--- src/rtl/jtframe_dwnld_pkg.sv ---
// Shared types and constants for the ROM-download staging block.
// Holds the FIFO entry layout, the write FSM state encoding and the FIFO depth.
package jtframe_dwnld_pkg;

   localparam int DWNLD_FIFO_DEPTH = 4;

   typedef enum logic [1:0] {
      IDLE,
      WRITE,
      GAP
   } dwnld_st_t;

   typedef struct packed {
      logic [1:0]  ba;
      logic [21:0] addr;
      logic [7:0]  data;
      logic        odd;
   } dwnld_entry_t;

   // Active-low byte enable: an odd byte offset lands in the high byte lane.
   function automatic logic [1:0] lane_mask(input logic odd);
      return odd ? 2'b01 : 2'b10;
   endfunction

endpackage

--- src/rtl/jtframe_dwnld_pack_if.sv ---
// SDRAM programming port between the download packer (master) and the SDRAM
// controller (slave). prog_we is held by the master until prog_rdy comes back.
interface jtframe_dwnld_pack_if;

   logic [21:0] prog_addr;
   logic [15:0] prog_data;
   logic [1:0]  prog_mask;
   logic [1:0]  prog_ba;
   logic        prog_we;
   logic        prog_rdy;

   modport master (
      output prog_addr,
      output prog_data,
      output prog_mask,
      output prog_ba,
      output prog_we,
      input  prog_rdy
   );

   modport slave (
      input  prog_addr,
      input  prog_data,
      input  prog_mask,
      input  prog_ba,
      input  prog_we,
      output prog_rdy
   );

endinterface

--- src/rtl/jtframe_dwnld_fifo.sv ---
// Four-entry synchronous FIFO of download entries. The head entry is visible
// combinationally on dout; a push into a full FIFO is only accepted when a pop
// happens in the same cycle, so occupancy then stays unchanged.
module jtframe_dwnld_fifo
   import jtframe_dwnld_pkg::*;
(
   input  logic         clk,
   input  logic         rst,
   input  logic         push,
   input  logic         pop,
   input  dwnld_entry_t din,
   output dwnld_entry_t dout,
   output logic         full,
   output logic         empty
);

   logic [1:0]   wr_ptr;
   logic [1:0]   rd_ptr;
   logic [2:0]   count;
   logic         do_push;
   logic         do_pop;
   dwnld_entry_t mem [DWNLD_FIFO_DEPTH];

   assign do_pop  = pop & ~empty;
   assign do_push = push & (~full | do_pop);
   assign full    = (count == 3'(DWNLD_FIFO_DEPTH));
   assign empty   = (count == 3'd0);
   assign dout    = mem[rd_ptr];

   // Pointer and occupancy bookkeeping; reset empties the FIFO.
   always_ff @(posedge clk) begin
      if (rst) begin
         wr_ptr <= 2'd0;
         rd_ptr <= 2'd0;
         count  <= 3'd0;
      end else begin
         if (do_push) wr_ptr <= wr_ptr + 2'd1;
         if (do_pop)  rd_ptr <= rd_ptr + 2'd1;
         case ({do_push, do_pop})
            2'b10:   count <= count + 3'd1;
            2'b01:   count <= count - 3'd1;
            default: count <= count;
         endcase
      end
   end

   // Entry storage needs no reset: the pointers decide what is valid.
   always_ff @(posedge clk) begin
      if (do_push) mem[wr_ptr] <= din;
   end

endmodule

--- src/rtl/jtframe_dwnld_pack.sv ---
// ROM-download staging block: maps each ioctl byte to an SDRAM bank and word
// address, buffers it in a small FIFO and writes it out one masked byte at a
// time over the prog_* handshake. dwnld_busy holds game reset until drained.
// Optional feature macro: JTFRAME_DWNLD_PROM_EN diverts bytes at or above
// PROM_START to a PROM write port instead of SDRAM.
module jtframe_dwnld_pack
   import jtframe_dwnld_pkg::*;
#(
   parameter logic [24:0] BA1_START  = 25'h10_0000,
   parameter logic [24:0] BA2_START  = 25'h20_0000,
   parameter logic [24:0] BA3_START  = 25'h30_0000
`ifdef JTFRAME_DWNLD_PROM_EN
   ,
   parameter logic [24:0] PROM_START = 25'h3F_0000,
   parameter int          PROMW      = 10
`endif
)(
   input  logic                  clk,
   input  logic                  rst,
   input  logic                  downloading,
   input  logic [24:0]           ioctl_addr,
   input  logic [7:0]            ioctl_data,
   input  logic                  ioctl_wr,
   jtframe_dwnld_pack_if.master  prog,
   output logic                  dwnld_busy,
   output logic                  overflow
`ifdef JTFRAME_DWNLD_PROM_EN
   ,
   output logic [PROMW-1:0]      prom_addr,
   output logic                  prom_we
`endif
);

   dwnld_st_t    state;
   dwnld_st_t    state_nxt;
   dwnld_entry_t entry_in;
   dwnld_entry_t head;
   logic [1:0]   bank;
   logic [22:0]  bank_start;
   logic [22:0]  offset;
   logic         is_prom;
   logic         wr_en;
   logic         pop;
   logic         full;
   logic         empty;
   logic         drop;
   logic         downloading_d;

`ifdef JTFRAME_DWNLD_PROM_EN
   logic [PROMW-1:0] prom_off;

   assign is_prom  = (ioctl_addr >= PROM_START);
   assign prom_off = ioctl_addr[PROMW-1:0] - PROM_START[PROMW-1:0];
`else
   assign is_prom  = 1'b0;
`endif

   // Bank decode, highest bank first; only the low 23 offset bits are ever used.
   always_comb begin
      bank       = 2'd0;
      bank_start = 23'd0;
      if (ioctl_addr >= BA3_START) begin
         bank       = 2'd3;
         bank_start = BA3_START[22:0];
      end else if (ioctl_addr >= BA2_START) begin
         bank       = 2'd2;
         bank_start = BA2_START[22:0];
      end else if (ioctl_addr >= BA1_START) begin
         bank       = 2'd1;
         bank_start = BA1_START[22:0];
      end
      offset        = ioctl_addr[22:0] - bank_start;
      entry_in.ba   = bank;
      entry_in.addr = offset[22:1];
      entry_in.data = ioctl_data;
      entry_in.odd  = offset[0];
   end

   assign wr_en      = ioctl_wr & downloading & ~is_prom;
   assign drop       = wr_en & full & ~pop;
   assign dwnld_busy = downloading | ~empty | (state != IDLE);

   jtframe_dwnld_fifo u_fifo (
      .clk   (clk),
      .rst   (rst),
      .push  (wr_en),
      .pop   (pop),
      .din   (entry_in),
      .dout  (head),
      .full  (full),
      .empty (empty)
   );

   // Write FSM state register.
   always_ff @(posedge clk) begin
      if (rst) state <= IDLE;
      else     state <= state_nxt;
   end

   // Next-state logic: pop in IDLE, wait for acceptance in WRITE, rest in GAP.
   always_comb begin
      state_nxt = state;
      pop       = 1'b0;
      case (state)
         IDLE: begin
            if (!empty) begin
               pop       = 1'b1;
               state_nxt = WRITE;
            end
         end
         WRITE: begin
            if (prog.prog_rdy) state_nxt = GAP;
         end
         GAP:     state_nxt = IDLE;
         default: state_nxt = IDLE;
      endcase
   end

   // SDRAM port registers: load on pop, hold through WRITE, drop we on rdy.
   always_ff @(posedge clk) begin
      if (rst) begin
         prog.prog_we   <= 1'b0;
         prog.prog_addr <= 22'd0;
         prog.prog_data <= 16'd0;
         prog.prog_mask <= 2'b11;
         prog.prog_ba   <= 2'd0;
      end else begin
         if (pop) begin
            prog.prog_we   <= 1'b1;
            prog.prog_addr <= head.addr;
            prog.prog_data <= {head.data, head.data};
            prog.prog_mask <= lane_mask(head.odd);
            prog.prog_ba   <= head.ba;
         end else if (state == WRITE && prog.prog_rdy) begin
            prog.prog_we   <= 1'b0;
         end
      end
   end

   // Sticky overflow: set on a dropped byte, cleared when a new download starts.
   always_ff @(posedge clk) begin
      if (rst) begin
         downloading_d <= 1'b0;
         overflow      <= 1'b0;
      end else begin
         downloading_d <= downloading;
         if (drop)
            overflow <= 1'b1;
         else if (downloading && !downloading_d)
            overflow <= 1'b0;
      end
   end

`ifdef JTFRAME_DWNLD_PROM_EN
   // PROM bypass: one-cycle write pulse with the address relative to PROM_START.
   always_ff @(posedge clk) begin
      if (rst) begin
         prom_we   <= 1'b0;
         prom_addr <= '0;
      end else begin
         prom_we <= ioctl_wr & downloading & is_prom;
         if (ioctl_wr && downloading && is_prom) prom_addr <= prom_off;
      end
   end
`endif

endmodule

--- src/flat_wrapper.sv ---
// flat-port wrapper written by rule: the top's interface ports become plain ports
module jtframe_dwnld_pack_flat import jtframe_dwnld_pkg::*;
#(
   parameter logic [24:0] BA1_START  = 25'h10_0000,
   parameter logic [24:0] BA2_START  = 25'h20_0000,
   parameter logic [24:0] BA3_START  = 25'h30_0000

)
  (clk, rst, downloading, ioctl_addr, ioctl_data, ioctl_wr, dwnld_busy, overflow, prog_prog_addr, prog_prog_data, prog_prog_mask, prog_prog_ba, prog_prog_we, prog_prog_rdy);
  jtframe_dwnld_pack_if prog_i ();
  input  logic clk;
  input  logic rst;
  input  logic downloading;
  input  logic [24:0] ioctl_addr;
  input  logic [7:0] ioctl_data;
  input  logic ioctl_wr;
  output logic dwnld_busy;
  output logic overflow;
  output wire logic [$bits(prog_i.prog_addr)-1:0] prog_prog_addr;
  output wire logic [$bits(prog_i.prog_data)-1:0] prog_prog_data;
  output wire logic [$bits(prog_i.prog_mask)-1:0] prog_prog_mask;
  output wire logic [$bits(prog_i.prog_ba)-1:0] prog_prog_ba;
  output wire logic [$bits(prog_i.prog_we)-1:0] prog_prog_we;
  input wire logic [$bits(prog_i.prog_rdy)-1:0] prog_prog_rdy;
  assign prog_prog_addr = prog_i.prog_addr;
  assign prog_prog_data = prog_i.prog_data;
  assign prog_prog_mask = prog_i.prog_mask;
  assign prog_prog_ba = prog_i.prog_ba;
  assign prog_prog_we = prog_i.prog_we;
  assign prog_i.prog_rdy = prog_prog_rdy;
  jtframe_dwnld_pack #(.BA1_START(BA1_START), .BA2_START(BA2_START), .BA3_START(BA3_START)) u_core (.clk(clk), .rst(rst), .downloading(downloading), .ioctl_addr(ioctl_addr), .ioctl_data(ioctl_data), .ioctl_wr(ioctl_wr), .prog(prog_i), .dwnld_busy(dwnld_busy), .overflow(overflow));
endmodule
--- config.mk ---
export PLATFORM = sky130hd
export DESIGN_NAME = jtframe_dwnld_pack_flat
export DESIGN_NICKNAME = d
export VERILOG_FILES = /design/src/rtl/jtframe_dwnld_pkg.sv /design/src/rtl/jtframe_dwnld_pack_if.sv /design/src/rtl/jtframe_dwnld_fifo.sv /design/src/rtl/jtframe_dwnld_pack.sv /design/src/flat_wrapper.sv
export SDC_FILE = /design/constraint.sdc
export NUM_CORES = 1
export LEC_CHECK = 0
export ABC_CLOCK_PERIOD_IN_PS = 5100
export BUFFER_PORTS_ARGS = -buffer_cell sky130_fd_sc_hd__clkbuf_2
export CAP_MARGIN = 20
export CELL_PAD_IN_SITES_DETAIL_PLACEMENT = 0
export CELL_PAD_IN_SITES_GLOBAL_PLACEMENT = 1
export CORE_MARGIN = 1
export CORE_UTILIZATION = 51
export DETAILED_ROUTE_END_ITERATION = 8
export GPL_ROUTABILITY_DRIVEN = 0
export GPL_TIMING_DRIVEN = 0
export PLACE_DENSITY_LB_ADDON = 0.1
export SLEW_MARGIN = 20
export SYNTH_ARGS = -nofsm -noshare
export SYNTH_HDL_FRONTEND = slang
export SYNTH_SLANG_ARGS = --single-unit
--- constraint.sdc ---
create_clock -name clk -period 5.1 [get_ports clk]
set_input_delay 0.51 -clock clk [delete_from_list [all_inputs] [get_ports clk]]
set_output_delay 0.51 -clock clk [all_outputs]
set_load 0.02 [all_outputs]
## After elaboration in Yosys (flattened, before gate mapping)

Memory sizes are Yosys's and may differ from the RTL's. A register that Yosys moved wholly into a read port is not among the register bits.
Cells that the tools add are included.
W data, S select, Z words.

| storage, ports and cells | value |
|---|---|
| bits in writable memories | 132 |
| input bits | 38 |
| output and inout bits | 45 |
| word-level logic and storage cells | 68 |
| memories | 1 |
| bits in registers | 54 |

| operators by class | value |
|---|---|
| reductions and logical operators | 10 |
| muxes and demuxes | 21 |
| add/subtract/negate cells | 5 |
| bitwise gates (word level) | 11 |
| equal/unequal tests | 6 |
| magnitude comparators | 3 |

Memories:

| name | depth | width | rd ports | clocked after Yosys merged registers in | write ports | line | source |
|---|---|---|---|---|---|---|---|
| u_core.u_fifo.mem | 4 | 33 | 1 | 1 | 1 | jtframe_dwnld_fifo.sv:22 | `dwnld_entry_t mem [DWNLD_FIFO_DEPTH];` |

Operators by type and width:

| kind | number |
|---|---|
| $ge A25 B22 Y1 const B | 2 |
| $mux W23 | 2 |
| $ge A25 B21 Y1 const B | 1 |
| $sub A23 B23 Y23 | 1 |
| $mux W21 | 1 |
| $mux W2 | 7 |
| $mux W1 | 9 |
| $reduce_bool A2 Y1 | 4 |
| $pmux W3 S2 | 1 |
| $and A1 B1 Y1 | 5 |
| $add A2 B1 Y2 const B | 2 |
| $eq A2 B1 Y1 const B | 2 |
| $ne A2 B2 Y1 const B | 2 |
| $pmux W2 S2 | 1 |
| $add A3 B1 Y3 const B | 1 |
| $eq A3 B3 Y1 const B | 1 |
| $logic_not A3 Y1 | 1 |
| $not A1 Y1 | 3 |
| $or A1 B1 Y1 | 3 |
| $sub A3 B1 Y3 const B | 1 |
| $eq A2 B2 Y1 const B | 1 |
| $logic_and A1 B1 Y1 | 2 |
| $logic_not A2 Y1 | 1 |
| $reduce_and A2 Y1 | 1 |
| $logic_not A1 Y1 | 1 |

## Logic depth before layout (Yosys ltp)

| depth | value |
|---|---|
| word-level depth | 8 |
| depth in mapped cells | 10 |

## Hierarchy

From an unflattened synthesis, not the netlist that was laid out.

| unflattened totals | value |
|---|---|
| cell total of the unflattened synthesis | 425 |
| area, all modules | 7205.7 sq um |

Modules (own cells, without submodules):

| module | times used | cells an instance | area an instance (sq um) | seq. area each (sq um) |
|---|---|---|---|---|
| jtframe_dwnld_fifo | 1 | 227 | 5302.6 | 4144.0 |
| jtframe_dwnld_pack | 1 | 198 | 1903.1 | 780.7 |

## Worst setup path after synthesis

No wires, ideal clock.

| timing | value |
|---|---|
| path type | flip-flop to flip-flop |
| start | reg u_core.u_fifo.count[1] |
| end | reg u_core.u_fifo.count[2] |
| arrival time | 2.156 ns |
| setup slack | 2.812 ns |
| path buffers | 2 |
| required time | 4.968 ns |
| clock period less this slack | 2.288 ns |
| cell stages (with the launch flop) | 10 |
| cell sequence | dfxtp_1 > clkbuf_1 > nor3_1 > nor2_4 > buf_6 > nand2_1 > fa_1 > or3_1 > a31oi_1 > a21oi_1 |

| between the ends | value |
|---|---|
| longest elaborated chain between the ends | 8 |
| elaborated cells on any way between the ends | 15 |
| classes of those cells | add/sub (2); eq/ne (3); mux (3); bitwise (5); reduce/logical (2) |

RTL lines:

| what | line | source |
|---|---|---|
| from (decl) | jtframe_dwnld_fifo.sv:19 | `logic [2:0] count;` |
| from (signal assigned) | jtframe_dwnld_fifo.sv:40 | `2'b10: count <= count + 3'd1;` |
| from (signal assigned) | jtframe_dwnld_fifo.sv:41 | `2'b01: count <= count - 3'd1;` |
| from (signal assigned) | jtframe_dwnld_fifo.sv:42 | `default: count <= count;` |
| $logic_not A3 Y1 | jtframe_dwnld_fifo.sv:27 | `assign empty = (count == 3'd0);` |
| $mux W1 | jtframe_dwnld_pack.sv:106 | `if (!empty) begin` |
| $mux W1 | jtframe_dwnld_pack.sv:104 | `case (state)` |
| $and A1 B1 Y1 | jtframe_dwnld_fifo.sv:24 | `assign do_pop = pop & ~empty;` |
| $or A1 B1 Y1 | jtframe_dwnld_fifo.sv:25 | `assign do_push = push & (~full \| do_pop);` |
| $and A1 B1 Y1 | jtframe_dwnld_fifo.sv:25 |  |
| $eq A2 B1 Y1 / $eq A2 B2 Y1 (equally long branches) | jtframe_dwnld_fifo.sv:39 | `case ({do_push, do_pop})` |
| $pmux W3 S2 / $reduce_bool A2 Y1 (equally long branches) | -- |  |

Parallel ways exist; a longest one is shown, timed or not.
A chain may end at the register's enable or synchronous reset.

## Final worst setup path

Same ends and word-level chain as after synthesis.

==> impl_metrics.py <==
metrics = {
    "sta": {
        "unrepaired_setup_endpoints_after_global_routing": "false",
        "tcrit_tclk_final_pct": 53.3,
        "max-slew-margin-rel_pct": 57.1,
        "fmax_mhz": 368,
        "final_setup_violation_count": 0,
        "totalNegativeSetupSlack_ns": 0,
        "finClkSkew_ns": 0.00582,
        "timing_max_transition_violations_final": 0,
        "final-hold-violation-count": 0,
        "post-route-min-period_ns": 2.72,
        "worstMarginPinSlew_ns": 0.638,
    },
    "clocking": {
        "maximum_level_of_the_cts_h_tree": 4,
        "worst_skew_late_latency_ns": 0.42,
        "cts_tree": "done",
        "clk_path_buf_depth": 2,
        "cts_resized": 0,
        "postCtsSetupBuffers": 0,
        "cts_buffers": 17,
        "cts_num_sinks": 180,
        "cts-root-buf": "sky130_fd_sc_hd__clkbuf_16",
        "clock_slew_at_reported_path_ffs_ns": 0.06,
        "hold_buffers": 0,
    },
    "global_routing": {
        "via_count_of_the_first_global_routing_pass": 3689,
        "antenna_violations_before_repair": 0,
        "grt_pass1_wl_um": 19500,
        "grt.total_usage_pct": 19.4,
        "gr-total-overflow": 0,
        "grt_start_max_net_pins": 25,
    },
    "pwr": {
        "vdd.ir_drop.worst_mv": 0.262,
        "report.power.total_mw": 4.49,
        "power.sequential.fraction_pct": 41.3,
        "power.density_nw_per_um2": 551,
        "power.net_switching_mw": 1.43,
        "fraction_of_power_spent_switching_nets_pct": 31.8,
        "clock_power_share_pct": 28.0,
        "power.combinational.fraction_pct": 30.7,
        "internal_dissipation_mw": 3.06,
        "power.leakage_nw": 2.94,
    },
    "critical_path": {
        "timing.critical_path.required_ns": 5.38,
        "timing.critical_path.max_delay_family": "simple AND/OR/NAND/NOR gates",
        "timing.critical_path.buf_inv": 2,
        "criticalPathCategory": "flip-flop to flip-flop",
        "critical_path.cell_chain": "clkbuf_1, nor3_1, nor2_4, buf_6, nand2_1, fa_1, or3_1, a31oi_1, a21oi_1",
        "critical_path_peak_fanout": 10,
        "crit_path_capture_type": "flip-flop",
        "cp_data_arrival_time_ns": 3.00,
        "crit_path_top_delay_cell": "sky130_fd_sc_hd__fa_1",
        "setup.worst_path.start_class": "flip-flop",
        "critical_path_max_stage_delay_ns": 0.43,
    },
    "routing": {
        "detail-route-antenna-nets": 0,
        "top_layer": "met4",
        "detailroute.wirelength.met2_um": 6380,
        "vias": 3718,
        "dr_pass1_iterations": 4,
        "post-route-drc-count": 0,
        "drt_first_iter_violations": 246,
        "routedWlPerCell_um": 17.1,
        "drt-vias-per-instance": 5.19,
        "route.met3.wl_um": 470,
        "totalWireLength_um": 12300,
        "met1_length_um": 5320,
    },
    "synth": {
        "synth.avg_cell_area_um2": 16.1,
        "ys.warnings.count": 0,
        "synth.net_count": 472,
        "synth.lib_cells_used.distinct": 41,
        "synth.ff_latch_count": 180,
        "post_synth_instance_area_um2": 6860,
        "synthCells": 427,
        "synth_sequential_area_ratio_pct": 71.8,
    },
    "die": {
        "ioPinCount": 83,
        "fp.coreArea_um2": 12900,
        "die_area_um2": 13900,
        "die_w_um": 118,
        "dieHeight_um": 118,
        "initial_utilization_pct": 53.2,
        "row_count": 41,
    },
    "cells_and_area": {
        "layout.cells.non_filler": 717,
        "sequential_cell_area_um2": 4920,
        "post_layout_instance_area_um2": 8150,
        "layout.filler_cells": 976,
        "multi_input_comb_area_um2": 1690,
        "diodes": 0,
        "fin_nets": 577,
        "area_growth_syn_to_layout_pct": 18.9,
        "most_used_cells_in_the_layout_excluding_fill_and_tap_cells": "sky130_fd_sc_hd__edfxtp_1, sky130_fd_sc_hd__clkbuf_2, sky130_fd_sc_hd__nand2_1",
        "drive_gt1_share_pct": 33.8,
        "mostFrequentLayoutCell": "sky130_fd_sc_hd__edfxtp_1",
    },
    "outcome": {
        "run_status": "complete, no violations",
    },
    "placed_design": {
        "place.detailed.hpwl_um": 7820,
        "place_area_um2": 7570,
        "port_buffers": 82,
        "placedCellCount": 685,
    },
    "hold_path": {
        "holdCritPathClass": "input port to flip-flop",
    },
    "flow_run": {
        "max-cap-violations": 0,
    },
}
-- per-stage QoR --
step / hold WS [ns] / utilization, % / worst slack, ns
2_1_floorplan: 0.482 / - / 2.81
3_3_place_gp: 0.443 / 58.1 / 2.10
3_5_place_dp: 0.449 / 58.8 / 2.41
4_1_cts: 0.275 / 63.3 / 2.40
5_1_grt: 0.284 / 63.3 / 2.20
6_report: 0.303 / 63.3 / 2.38
-- area by class of cell --
class | count | share of cell area, %
Multi-Input combinational cell | 206 | 20.8
Buffer | 31 | 2.52
Tap cell | 172 | 2.64
Sequential cell | 180 | 60.4
Clock buffer | 22 | 5.94
Timing Repair Buffer | 86 | 6.02
Clock inverter | 10 | 1.20
Inverter | 10 | 0.461
-- state kept, by name (all words and copies together) (netlist names), named ones only --
register               flops
u_core.state               2
u_core.prog.prog_we        1
u_core.u_fifo.mem        132
u_core.downloading_d       1
u_core.u_fifo.rd_ptr       2
u_core.prog.prog_data      8
u_core.prog.prog_ba        2
u_core.overflow            1
u_core.u_fifo.wr_ptr       2
u_core.prog.prog_addr     22
u_core.u_fifo.count        3
u_core.prog.prog_mask      2
-- power groups by stage --
stage,sequential (mW),clock [mW],combinational [mW]
finish,1.85,1.26,1.38
global placement,1.88,0,1.38
floorplan,2.02,0,0.867
global route,1.87,1.34,1.51
detailed placement,1.89,0,1.40
CTS,1.86,1.29,1.40
-- layer usage --
layer  vias to the layer above  global-route usage, %
li1                       1802                      -
met1                      1829                   24.0
met2                        80                   32.1
met3                         7                   5.04
met4                         0                   8.41
met5                         -                      0
-- worst paths after layout --
path,from,end,slack (ns),cells after the start
max reg2reg,u_core.u_fifo.count[1]$_SDFFE_PP0P_,u_core.u_fifo.count[2]$_SDFFE_PP0P_,2.38,9
min,ioctl_addr[11],u_core.u_fifo.mem[0][19]$_DFFE_PP_,0.30,1
min reg2reg,u_core.prog.prog_addr[11]$_SDFFE_PP0P_,u_core.prog.prog_addr[11]$_SDFFE_PP0P_,0.45,2
max,u_core.u_fifo.count[1]$_SDFFE_PP0P_,u_core.u_fifo.count[2]$_SDFFE_PP0P_,2.38,9
-- worst reg2reg max path, delay by kind of cell, from the launching register on --
kind / cells / cell delay (ns)
AOI/OAI and AO/OA: 2 / 0.28
adders and majority gates: 1 / 0.43
buffers and inverters: 2 / 0.55
DFF: 1 / 0.31
and+or+nand+nor: 4 / 1.02
-- Yosys cell counts (all sizes together) --
cell	instances	area (µm²)
edfxtp	132	3960
nand2	68	260
dfxtp	48	961
a21oi	37	185
mux4	33	743
buf	22	164
nor2	14	62.6
inv	10	37.5
clkbuf	9	41.3
nand3	6	30.0
o21ai	6	30.0
and2	5	31.3
ha	5	62.6
nor3	5	25.0
xnor2	4	35.0
a21o	2	15.0
a31oi	2	27.5
fa	2	40.0
o21bai	2	15.0
or3	2	17.5
or4	2	15.0
a211o	1	8.76
a2bb2oi	1	8.76
and3	1	11.3
mux2i	1	10.0
nor4	1	6.26
o2111ai	1	8.76
o211ai	1	7.51
o22ai	1	6.26
o311a	1	10.0
or2	1	6.26
xor2	1	8.76
-- cell families (layout without fill, tap and decap cells) --
kind of cell,Yosys count,count (layout),synth area share (%)
AO/OA/AOI/OAI,55,55,4.71
XOR/XNOR,5,5,0.639
buffers and inverters,41,159,3.54
flip-flops,180,180,71.8
adder cells (fa/ha/maj),7,7,1.50
AND/OR/NAND/NOR,105,105,6.79
multiplexers,34,34,11.0
No activity file was read; power rests on OpenSTA's default activity.
